[src/rtl/alu_pkg.sv]
// Shared ALU definitions: micro-op encodings, datapath widths and the decoded
// instruction record passed from the Thumb decoder to the issue stage.
package alu_pkg;

  localparam int unsigned XLEN  = 32;
  localparam int unsigned NREGS = 8;
  localparam int unsigned RAW   = 3;  // register address width
  localparam int unsigned UOPW  = 5;

  localparam logic [UOPW-1:0] UOP_NOP = 5'd0;
  localparam logic [UOPW-1:0] UOP_ADD = 5'd1;
  localparam logic [UOPW-1:0] UOP_SUB = 5'd2;
  localparam logic [UOPW-1:0] UOP_AND = 5'd3;
  localparam logic [UOPW-1:0] UOP_XOR = 5'd4;
  localparam logic [UOPW-1:0] UOP_CMP = 5'd5;
  localparam logic [UOPW-1:0] UOP_LSL = 5'd6;
  localparam logic [UOPW-1:0] UOP_LSR = 5'd7;
  localparam logic [UOPW-1:0] UOP_MOV = 5'd8;

  typedef struct packed {
    logic [UOPW-1:0] uop;
    logic [RAW-1:0]  src_a;
    logic [RAW-1:0]  src_b;
    logic            use_a;
    logic            use_b;
    logic [7:0]      imm;
    logic            use_imm;
    logic [RAW-1:0]  dest;
    logic            wr_en;
    logic            undef;
  } dec_t;

endpackage

[src/rtl/thumb_issue_stage_decoder.sv]
// thumb_decoder: combinational decode of the supported 16-bit Thumb
// data-processing subset.
//   instr_i : raw Thumb instruction
//   dec_o   : {uop, src_a, src_b, use_a, use_b, imm, use_imm, dest, wr_en, undef}
// Anything outside the subset decodes to a NOP with undef set and no register use.
module thumb_decoder
  import alu_pkg::*;
(
  input  logic [15:0] instr_i,
  output dec_t        dec_o
);

  always_comb begin
    dec_o     = '0;
    dec_o.uop = UOP_NOP;
    casez (instr_i)
      16'b0000_0???_????_????,
      16'b0000_1???_????_????: begin
        dec_o.uop     = instr_i[11] ? UOP_LSR : UOP_LSL;
        dec_o.src_a   = instr_i[5:3];
        dec_o.use_a   = 1'b1;
        dec_o.imm     = {3'b000, instr_i[10:6]};
        dec_o.use_imm = 1'b1;
        dec_o.dest    = instr_i[2:0];
        dec_o.wr_en   = 1'b1;
      end
      16'b0001_10??_????_????: begin
        dec_o.uop   = instr_i[9] ? UOP_SUB : UOP_ADD;
        dec_o.src_a = instr_i[5:3];
        dec_o.use_a = 1'b1;
        dec_o.src_b = instr_i[8:6];
        dec_o.use_b = 1'b1;
        dec_o.dest  = instr_i[2:0];
        dec_o.wr_en = 1'b1;
      end
      16'b0001_11??_????_????: begin
        dec_o.uop     = instr_i[9] ? UOP_SUB : UOP_ADD;
        dec_o.src_a   = instr_i[5:3];
        dec_o.use_a   = 1'b1;
        dec_o.imm     = {5'b00000, instr_i[8:6]};
        dec_o.use_imm = 1'b1;
        dec_o.dest    = instr_i[2:0];
        dec_o.wr_en   = 1'b1;
      end
      16'b0010_0???_????_????: begin
        dec_o.uop     = UOP_MOV;
        dec_o.imm     = instr_i[7:0];
        dec_o.use_imm = 1'b1;
        dec_o.dest    = instr_i[10:8];
        dec_o.wr_en   = 1'b1;
      end
      16'b0010_1???_????_????,
      16'b0011_0???_????_????,
      16'b0011_1???_????_????: begin
        // [12:11]: 01 CMP, 10 ADD, 11 SUB; all read Rd against imm8
        unique case (instr_i[12:11])
          2'b01:   dec_o.uop = UOP_CMP;
          2'b10:   dec_o.uop = UOP_ADD;
          default: dec_o.uop = UOP_SUB;
        endcase
        dec_o.src_a   = instr_i[10:8];
        dec_o.use_a   = 1'b1;
        dec_o.imm     = instr_i[7:0];
        dec_o.use_imm = 1'b1;
        dec_o.dest    = instr_i[10:8];
        dec_o.wr_en   = (instr_i[12:11] != 2'b01);
      end
      16'b0100_00??_????_????: begin
        dec_o.src_a = instr_i[2:0];
        dec_o.use_a = 1'b1;
        dec_o.src_b = instr_i[5:3];
        dec_o.use_b = 1'b1;
        dec_o.dest  = instr_i[2:0];
        dec_o.wr_en = 1'b1;
        case (instr_i[9:6])
          4'b0000: dec_o.uop = UOP_AND;
          4'b0001: dec_o.uop = UOP_XOR;
          4'b0010: dec_o.uop = UOP_LSL;
          4'b0011: dec_o.uop = UOP_LSR;
          4'b1010: begin
            dec_o.uop   = UOP_CMP;
            dec_o.wr_en = 1'b0;
          end
          default: begin
            dec_o       = '0;
            dec_o.undef = 1'b1;
          end
        endcase
      end
      default: dec_o.undef = 1'b1;
    endcase
  end

endmodule

[src/rtl/thumb_issue_stage.sv]
// thumb_issue_stage: decode/operand-fetch stage in front of the ALU.
// Reads an internal register file, blocks RAW/WAW hazards against in-flight
// writebacks with a pending-bit scoreboard and presents a registered bundle.
//   clk, rst                      : clock, synchronous active-high reset
//   in_valid/in_instr/in_ready    : instruction input handshake
//   ex_valid/ex_ready             : bundle output handshake
//   lhs, rhs, uop, dest, wr_en, undef : issued bundle
//   wb_en, wb_addr, wb_data       : writeback port
module thumb_issue_stage #(
  parameter int unsigned NREGS = alu_pkg::NREGS,
  parameter int unsigned XLEN  = alu_pkg::XLEN
) (
  input  logic                     clk,
  input  logic                     rst,
  input  logic                     in_valid,
  input  logic [15:0]              in_instr,
  output logic                     in_ready,
  output logic                     ex_valid,
  input  logic                     ex_ready,
  output logic [XLEN-1:0]          lhs,
  output logic [XLEN-1:0]          rhs,
  output logic [alu_pkg::UOPW-1:0] uop,
  output logic [alu_pkg::RAW-1:0]  dest,
  output logic                     wr_en,
  output logic                     undef,
  input  logic                     wb_en,
  input  logic [alu_pkg::RAW-1:0]  wb_addr,
  input  logic [XLEN-1:0]          wb_data
);
  import alu_pkg::*;

  dec_t dec;

  thumb_decoder u_dec (
    .instr_i (in_instr),
    .dec_o   (dec)
  );

  logic [XLEN-1:0]  rf_q [NREGS];
  logic [NREGS-1:0] pend_q, pend_d;

  logic             ex_valid_q;
  logic [XLEN-1:0]  lhs_q, lhs_d;
  logic [XLEN-1:0]  rhs_q, rhs_d;
  logic [UOPW-1:0]  uop_q;
  logic [RAW-1:0]   dest_q;
  logic             wr_en_q, undef_q;

  logic fwd_a, fwd_b, fwd_d, stall, xfer;

  // A pending register being written back this cycle is not a hazard: its
  // value is taken straight from wb_data.
  assign fwd_a = wb_en && (wb_addr == dec.src_a);
  assign fwd_b = wb_en && (wb_addr == dec.src_b);
  assign fwd_d = wb_en && (wb_addr == dec.dest);

  assign stall = (dec.use_a && pend_q[dec.src_a] && !fwd_a) ||
                 (dec.use_b && pend_q[dec.src_b] && !fwd_b) ||
                 (dec.wr_en && pend_q[dec.dest]  && !fwd_d);

  assign in_ready = !stall && (!ex_valid_q || ex_ready);
  assign xfer     = in_valid && in_ready;

  always_comb begin
    lhs_d = '0;
    if (dec.use_a) lhs_d = fwd_a ? wb_data : rf_q[dec.src_a];
    rhs_d = '0;
    if (dec.use_imm)    rhs_d = XLEN'(dec.imm);
    else if (dec.use_b) rhs_d = fwd_b ? wb_data : rf_q[dec.src_b];
  end

  // Clear first, then set, so a same-cycle set on the same register wins.
  always_comb begin
    pend_d = pend_q;
    if (wb_en) pend_d[wb_addr] = 1'b0;
    if (xfer && dec.wr_en) pend_d[dec.dest] = 1'b1;
  end

  always_ff @(posedge clk) begin
    if (rst) begin
      for (int unsigned i = 0; i < NREGS; i++) rf_q[i] <= '0;
      pend_q     <= '0;
      ex_valid_q <= 1'b0;
      lhs_q      <= '0;
      rhs_q      <= '0;
      uop_q      <= UOP_NOP;
      dest_q     <= '0;
      wr_en_q    <= 1'b0;
      undef_q    <= 1'b0;
    end else begin
      if (wb_en) rf_q[wb_addr] <= wb_data;
      pend_q <= pend_d;
      if (xfer) begin
        ex_valid_q <= 1'b1;
        lhs_q      <= lhs_d;
        rhs_q      <= rhs_d;
        uop_q      <= dec.uop;
        dest_q     <= dec.dest;
        wr_en_q    <= dec.wr_en;
        undef_q    <= dec.undef;
      end else if (ex_ready) begin
        ex_valid_q <= 1'b0;
      end
    end
  end

  assign ex_valid = ex_valid_q;
  assign lhs      = lhs_q;
  assign rhs      = rhs_q;
  assign uop      = uop_q;
  assign dest     = dest_q;
  assign wr_en    = wr_en_q;
  assign undef    = undef_q;

endmodule

[config.mk]
export PLATFORM = sky130hd
export DESIGN_NAME = thumb_issue_stage
export DESIGN_NICKNAME = d
export VERILOG_FILES = /design/src/rtl/alu_pkg.sv /design/src/rtl/thumb_issue_stage_decoder.sv /design/src/rtl/thumb_issue_stage.sv
export SDC_FILE = /design/constraint.sdc
export NUM_CORES = 1
export LEC_CHECK = 0
export CAP_MARGIN = 20
export CORE_ASPECT_RATIO = 0.7
export CORE_MARGIN = 4
export CORE_UTILIZATION = 40
export DETAILED_ROUTE_END_ITERATION = 10
export PLACE_DENSITY = 0.57
export SYNTH_ARGS = -nofsm -noshare
export SYNTH_HDL_FRONTEND = slang
export SYNTH_HIERARCHICAL = 1
export SYNTH_SLANG_ARGS = --single-unit
[constraint.sdc]
create_clock -name clk -period 9.3 [get_ports clk]
set_input_delay 2.79 -clock clk [delete_from_list [all_inputs] [get_ports clk]]
set_output_delay 2.79 -clock clk [all_outputs]
set_load 0.03 [all_outputs]
== Word level (Yosys, flattened, before mapping) ==
Memories as Yosys holds them, arrays and structs flattened.
Index checks and enable logic that the tools add are counted.

* Flip-flop bits (word level): 83
* Bits in writable memories: 256
* Input bits: 56
* Output and inout port bits: 76
* Logic and storage cells: 113
* Memories: 1

{| class="wikitable"
|+ Memory list
! name !! depth !! bits a word !! read ports !! clocked after memory_dff !! wr ports !! line !! text
|-
| rf_q || 8 || 32 || 2 || 0 || 8 || thumb_issue_stage.sv:39 || <nowiki>logic [XLEN-1:0] rf_q [NREGS];</nowiki>
|}

* Order comparisons: 6
* Eq/ne operators: 18
* Muxes and demuxes: 42
* Bitwise operators: 3
* Reductions and logical operators: 35

{| class="wikitable"
|+ Operators with widths
! cell !! count
|-
| 2-to-1 mux 32 bit || 6
|-
| case mux 9 bit (4 select lines) || 1
|-
| OR reduction 32 bit || 1
|-
| case mux 5 bit (5 select lines) || 1
|-
| equality test 5 x 3 -> 1 bit (second input constant) || 4
|-
| 2-to-1 mux 20 bit || 1
|-
| < comparator 3 x 4 -> 1 bit (second input constant) || 4
|-
| 2-to-1 mux 1 bit || 16
|-
| 2-to-1 mux 8 bit || 2
|-
| case mux 4 bit (4 select lines) || 1
|-
| case mux 3 bit (5 select lines) || 1
|-
| logical AND 1 bit || 14
|-
| equality test 6 x 3 -> 1 bit (second input constant) || 2
|-
| case mux 3 bit (2 select lines) || 2
|-
| OR reduction 4 bit || 3
|-
| binary-select mux 1 bit (select 3 bit) || 3
|-
| equality test 3 bit || 3
|-
| case mux 3 bit (3 select lines) || 1
|-
| bitwise AND 8 bit || 1
|-
| equality test 4 x 2 -> 1 bit (second input constant) || 2
|-
| NOT 8 bit || 1
|-
| OR 8 bit || 1
|-
| OR reduction 8 bit || 1
|-
| OR reduction 7 bit || 1
|-
| other kinds (20) || 31
|}

== Depth between registers and ports, before layout ==
* Depth in word-level cells: 15
* Gate-level depth with buffers: 15
* Gate-level depth less buffers: 11

== Cells and area by module ==
Netlist, hierarchy kept.

{| class="wikitable"
|+ Modules (own cells, without submodules)
! module !! instances !! cells an instance !! area each (sq um) !! sequential area each (sq um)
|-
| thumb_issue_stage || 1 || 1,317 || 17,739.5 || 9,349.0
|-
| thumb_decoder || 1 || 87 || 619.3 || 0.0
|}

== Worst setup path before layout ==
Ideal clock, no wire load.

* Path type: input port to output port
* From: input port in_instr[11]
* To: output port in_ready
* Data arrival time: 5.926 ns
* Required time: 6.510 ns
* Setup slack: 0.584 ns
* Stages: 13
* Path buffers: 3
* Path through: inv_1 > ha_1 > or4_4 > and2_4 > buf_6 > a221o_1 > clkbuf_1 > mux2_1 > a22oi_1 > nor2_1 > o311a_1 > clkbuf_1 > nor2_1

{| class="wikitable"
|+ RTL lines
! element !! line !! text
|-
| from (decl) || thumb_issue_stage.sv:16 || <nowiki>input logic [15:0] in_instr,</nowiki>
|-
| to (decl) || thumb_issue_stage.sv:17 || <nowiki>output logic in_ready,</nowiki>
|}

==> results.txt <==
# diodes - 0
CTS tree - done
Routed wire length - 53,200 um
Number of synthesized register bits - 339
Largest net degree at the start of global routing - 65
# rows - 65
Cts bufs inserted - 37
GP Congestion - 0.881
Post-Syn Area - 18,400 um^2
Syn_area_per_cell - 13.1 um^2
CTS H-tree depth - 2
Final Skew - 0.0243 ns
CTS max path bufs - 3
CP Class - input port to primary output
RSZ-0062 raised after global routing - no
Critical path data required time - 6.51 ns
Delay-heaviest family, CP - simple AND/OR/NAND/NOR gates
Final count of pins violating max slew - 0
Hold Fails Final Rpt - 0
Clock Latency Late Sink - 0.54 ns
Post-layout nets - 1,545
Die W - 264 um
Worst hold path type - flip-flop to flip-flop
Worst-margin pin slew - 1.15 ns
Hold buffers post-CTS - 0
Final setup fails - 0
DRC errors left - 0
WP buf/inv - 3
WP data arrival - 6.21 ns
Maximum VDD drop - 120 uV
Synth warnings - 6
Die Height - 187 um
Final ANT Viol Nets - 0
Most used DFF post-synth - edfxtp_1
Initial Util - 0.406
Crit path cell chain - clkdlybuf4s50_1 > inv_1 > ha_1 > or4_4 > and2_4 > a221o_1 > mux2_1 > a22oi_1 > nor2_1 > o311a_1 > nor2_1 > buf_4
Crit Path Max Fanout - 10
CTS Sinks - 339
DR vias - 12,100
GRT Util Overall - 0.211
Area growth from synthesis to layout - 17.2%
CP peak stage delay - 0.59 ns
Layout cell share with drive strength beyond 1 - 0.170
Core Region - 45,200 um^2
DRT iter0 DRCs - 1,173
Vias in the first global route - 12,300
Crit end category - primary output
Final Util - 0.476
Cell repeated most along the worst path - nor2_1
Antenna violations before repair - 1
IO Count - 132
CP max stage cell - clkdlybuf4s50_1
Slew headroom - 0.231
Filler cell count - 3,998
Setup tns final - 0 ns
Highest clock rate - 111 MHz
Die ar. - 49,400 um^2
CTS root buf - clkbuf_16
Static Leak - 7.23 nW
Port Buffers - 131
Dpl cell area - 20,200 um^2
CP Launch Type - input port
Sequential element share of the synthesized area - 0.509
Power Density - 170 nW/um^2
Setup bufs post-CTS - 0
Clock-pin slew on the worst setup and hold paths - 0.06 ns
Global route total overflow - 0
Post-layout instance area - 21,500 um^2
Ys async rst share - 0
Post-synthesis instance total - 1,404
Global-route wire length before repair - 80,300 um
Post-DP HPWL - 30,100 um
Status - completed
Wire per inst - 25.1 um
EDFF count, synth - 256
Syn Nets - 1,464
Post-CTS Resized - 0
Min Tclk post-route - 9.00 ns
Maxcap violations - 0
Netlist cell types - 61
Via density - 5.70
Fin crit share - 0.968
First-pass iteration count of the detailed router - 5
Overall Power - 3.65 mW
## area by class of cell
cell class,count,area (um^2),share of cell area
inverter,18,67.6,0.00314
multi-input combinational,927,8530,0.397
timing repair buffer,162,1570,0.0732
clock buffer,49,1030,0.0480
tap,603,754,0.0351
sequential,339,9350,0.435
clock inverter,19,201,0.00936
## metrics by stage
stage          cells  setup WS, ns  hold WS (ns)
2_1_floorplan   1404         0.584         0.468
3_3_place_gp    2047         0.397         0.462
3_5_place_dp    2047         0.338         0.466
4_1_cts         2115         0.330         0.477
5_1_grt         2117         0.181         0.487
6_report        2117         0.301         0.472
## synthesized netlist by cell type (4+ instances only)
library cell / count / area share
nand4_1: 12 / 0.0041
o211ai_1: 26 / 0.011
a21oi_1: 30 / 0.0082
a221o_1: 10 / 0.0055
nand2_1: 53 / 0.011
a211o_1: 32 / 0.015
nand2b_1: 71 / 0.024
clkbuf_1: 87 / 0.018
o22ai_1: 8 / 0.0027
o31ai_1: 9 / 0.0037
o21ai_0: 10 / 0.0027
dfxtp_1: 83 / 0.091
mux2i_1: 131 / 0.071
buf_6: 8 / 0.0049
inv_1: 17 / 0.0035
buf_1: 8 / 0.0016
ha_1: 4 / 0.0027
mux4_2: 130 / 0.16
and3_1: 6 / 0.0020
nor3_1: 9 / 0.0025
and2_1: 258 / 0.088
edfxtp_1: 256 / 0.42
nor2_1: 58 / 0.012
or3_1: 6 / 0.0020
a31o_2: 4 / 0.0019
xnor2_1: 9 / 0.0043
buf_2: 14 / 0.0038
nor2b_1: 5 / 0.0017
## metal layers
metal  global-route usage  wire length (um)  vias up
met5                    0                13        -
met4               0.0333               546        2
met3               0.0388              3180       45
met2                0.336             25100      347
met1                0.310             24400     6244
li1                     -                 -     5427
## state kept, by name, summed over array words and instances, names as in the netlist
register  count
dest          3
ex_valid      1
lhs          32
pend_q        8
rf_q        256
rhs          32
undef         1
uop           5
wr_en         1
## tightest hold or removal path, cell delays in order, from the launching register on
cell      delay (ns)
dfxtp_1         0.31
nand2b_1        0.06
mux2i_1         0.06
## placed cells by master (no fill, tap or decap), types with 6 or more instances in the layout
| master | synthesis | final |
|---|---|---|
| dfxtp_1 | 83 | 83 |
| o31ai_1 | 9 | 9 |
| clkdlybuf4s50_1 | 0 | 129 |
| o21ai_0 | 10 | 10 |
| a211o_1 | 32 | 32 |
| mux4_2 | 130 | 130 |
| inv_1 | 17 | 17 |
| clkbuf_1 | 87 | 8 |
| clkbuf_16 | 0 | 39 |
| xnor2_1 | 9 | 9 |
| nor3_1 | 9 | 7 |
| nand4_1 | 12 | 12 |
| mux2i_1 | 131 | 131 |
| nor2_1 | 58 | 52 |
| and2_1 | 258 | 258 |
| nand2_1 | 53 | 53 |
| nand2b_1 | 71 | 71 |
| and3_1 | 6 | 6 |
| edfxtp_1 | 256 | 256 |
| buf_4 | 3 | 29 |
| a221o_1 | 10 | 7 |
| clkinv_1 | 1 | 6 |
| clkinv_2 | 0 | 6 |
| a21oi_1 | 30 | 30 |
| nor2_4 | 0 | 6 |
| or3_1 | 6 | 6 |
| o211ai_1 | 26 | 26 |
| o22ai_1 | 8 | 8 |
## report_power, final
part / internal (mW) / switching [mW] / leakage [nW] / total (mW)
sequential: 1.71 / 0.0392 / 3.14 / 1.75
combinational: 0.166 / 0.214 / 3.49 / 0.380
clock: 0.897 / 0.626 / 0.601 / 1.52
total: 2.77 / 0.879 / 7.23 / 3.65
## cells by family after synthesis
group | after synthesis | synth area share
buffers and inverters | 138 | 0.0331
other | 1 | 0.000204
XOR/XNOR | 10 | 0.00477
flip-flops | 339 | 0.509
AO/OA/AOI/OAI | 154 | 0.0637
AND/OR/NAND/NOR | 495 | 0.154
multiplexers | 263 | 0.232
adder cells (fa/ha/maj) | 4 | 0.00273
## worst paths after layout
| kind | start | to | slack [ns] | cells after the start |
|---|---|---|---|---|
| worst max-delay path | in_instr[11] | in_ready | 0.30 | 12 |
| worst min-delay path | rhs[5]$_SDFFE_PP0P_ | rhs[5]$_SDFFE_PP0P_ | 0.47 | 2 |
| worst max register to register | pend_q[7]$_SDFF_PP0_ | rhs[17]$_SDFFE_PP0P_ | 6.32 | 7 |
| worst min register to register | rhs[5]$_SDFFE_PP0P_ | rhs[5]$_SDFFE_PP0P_ | 0.47 | 2 |
(Power assumes the default switching activity.)
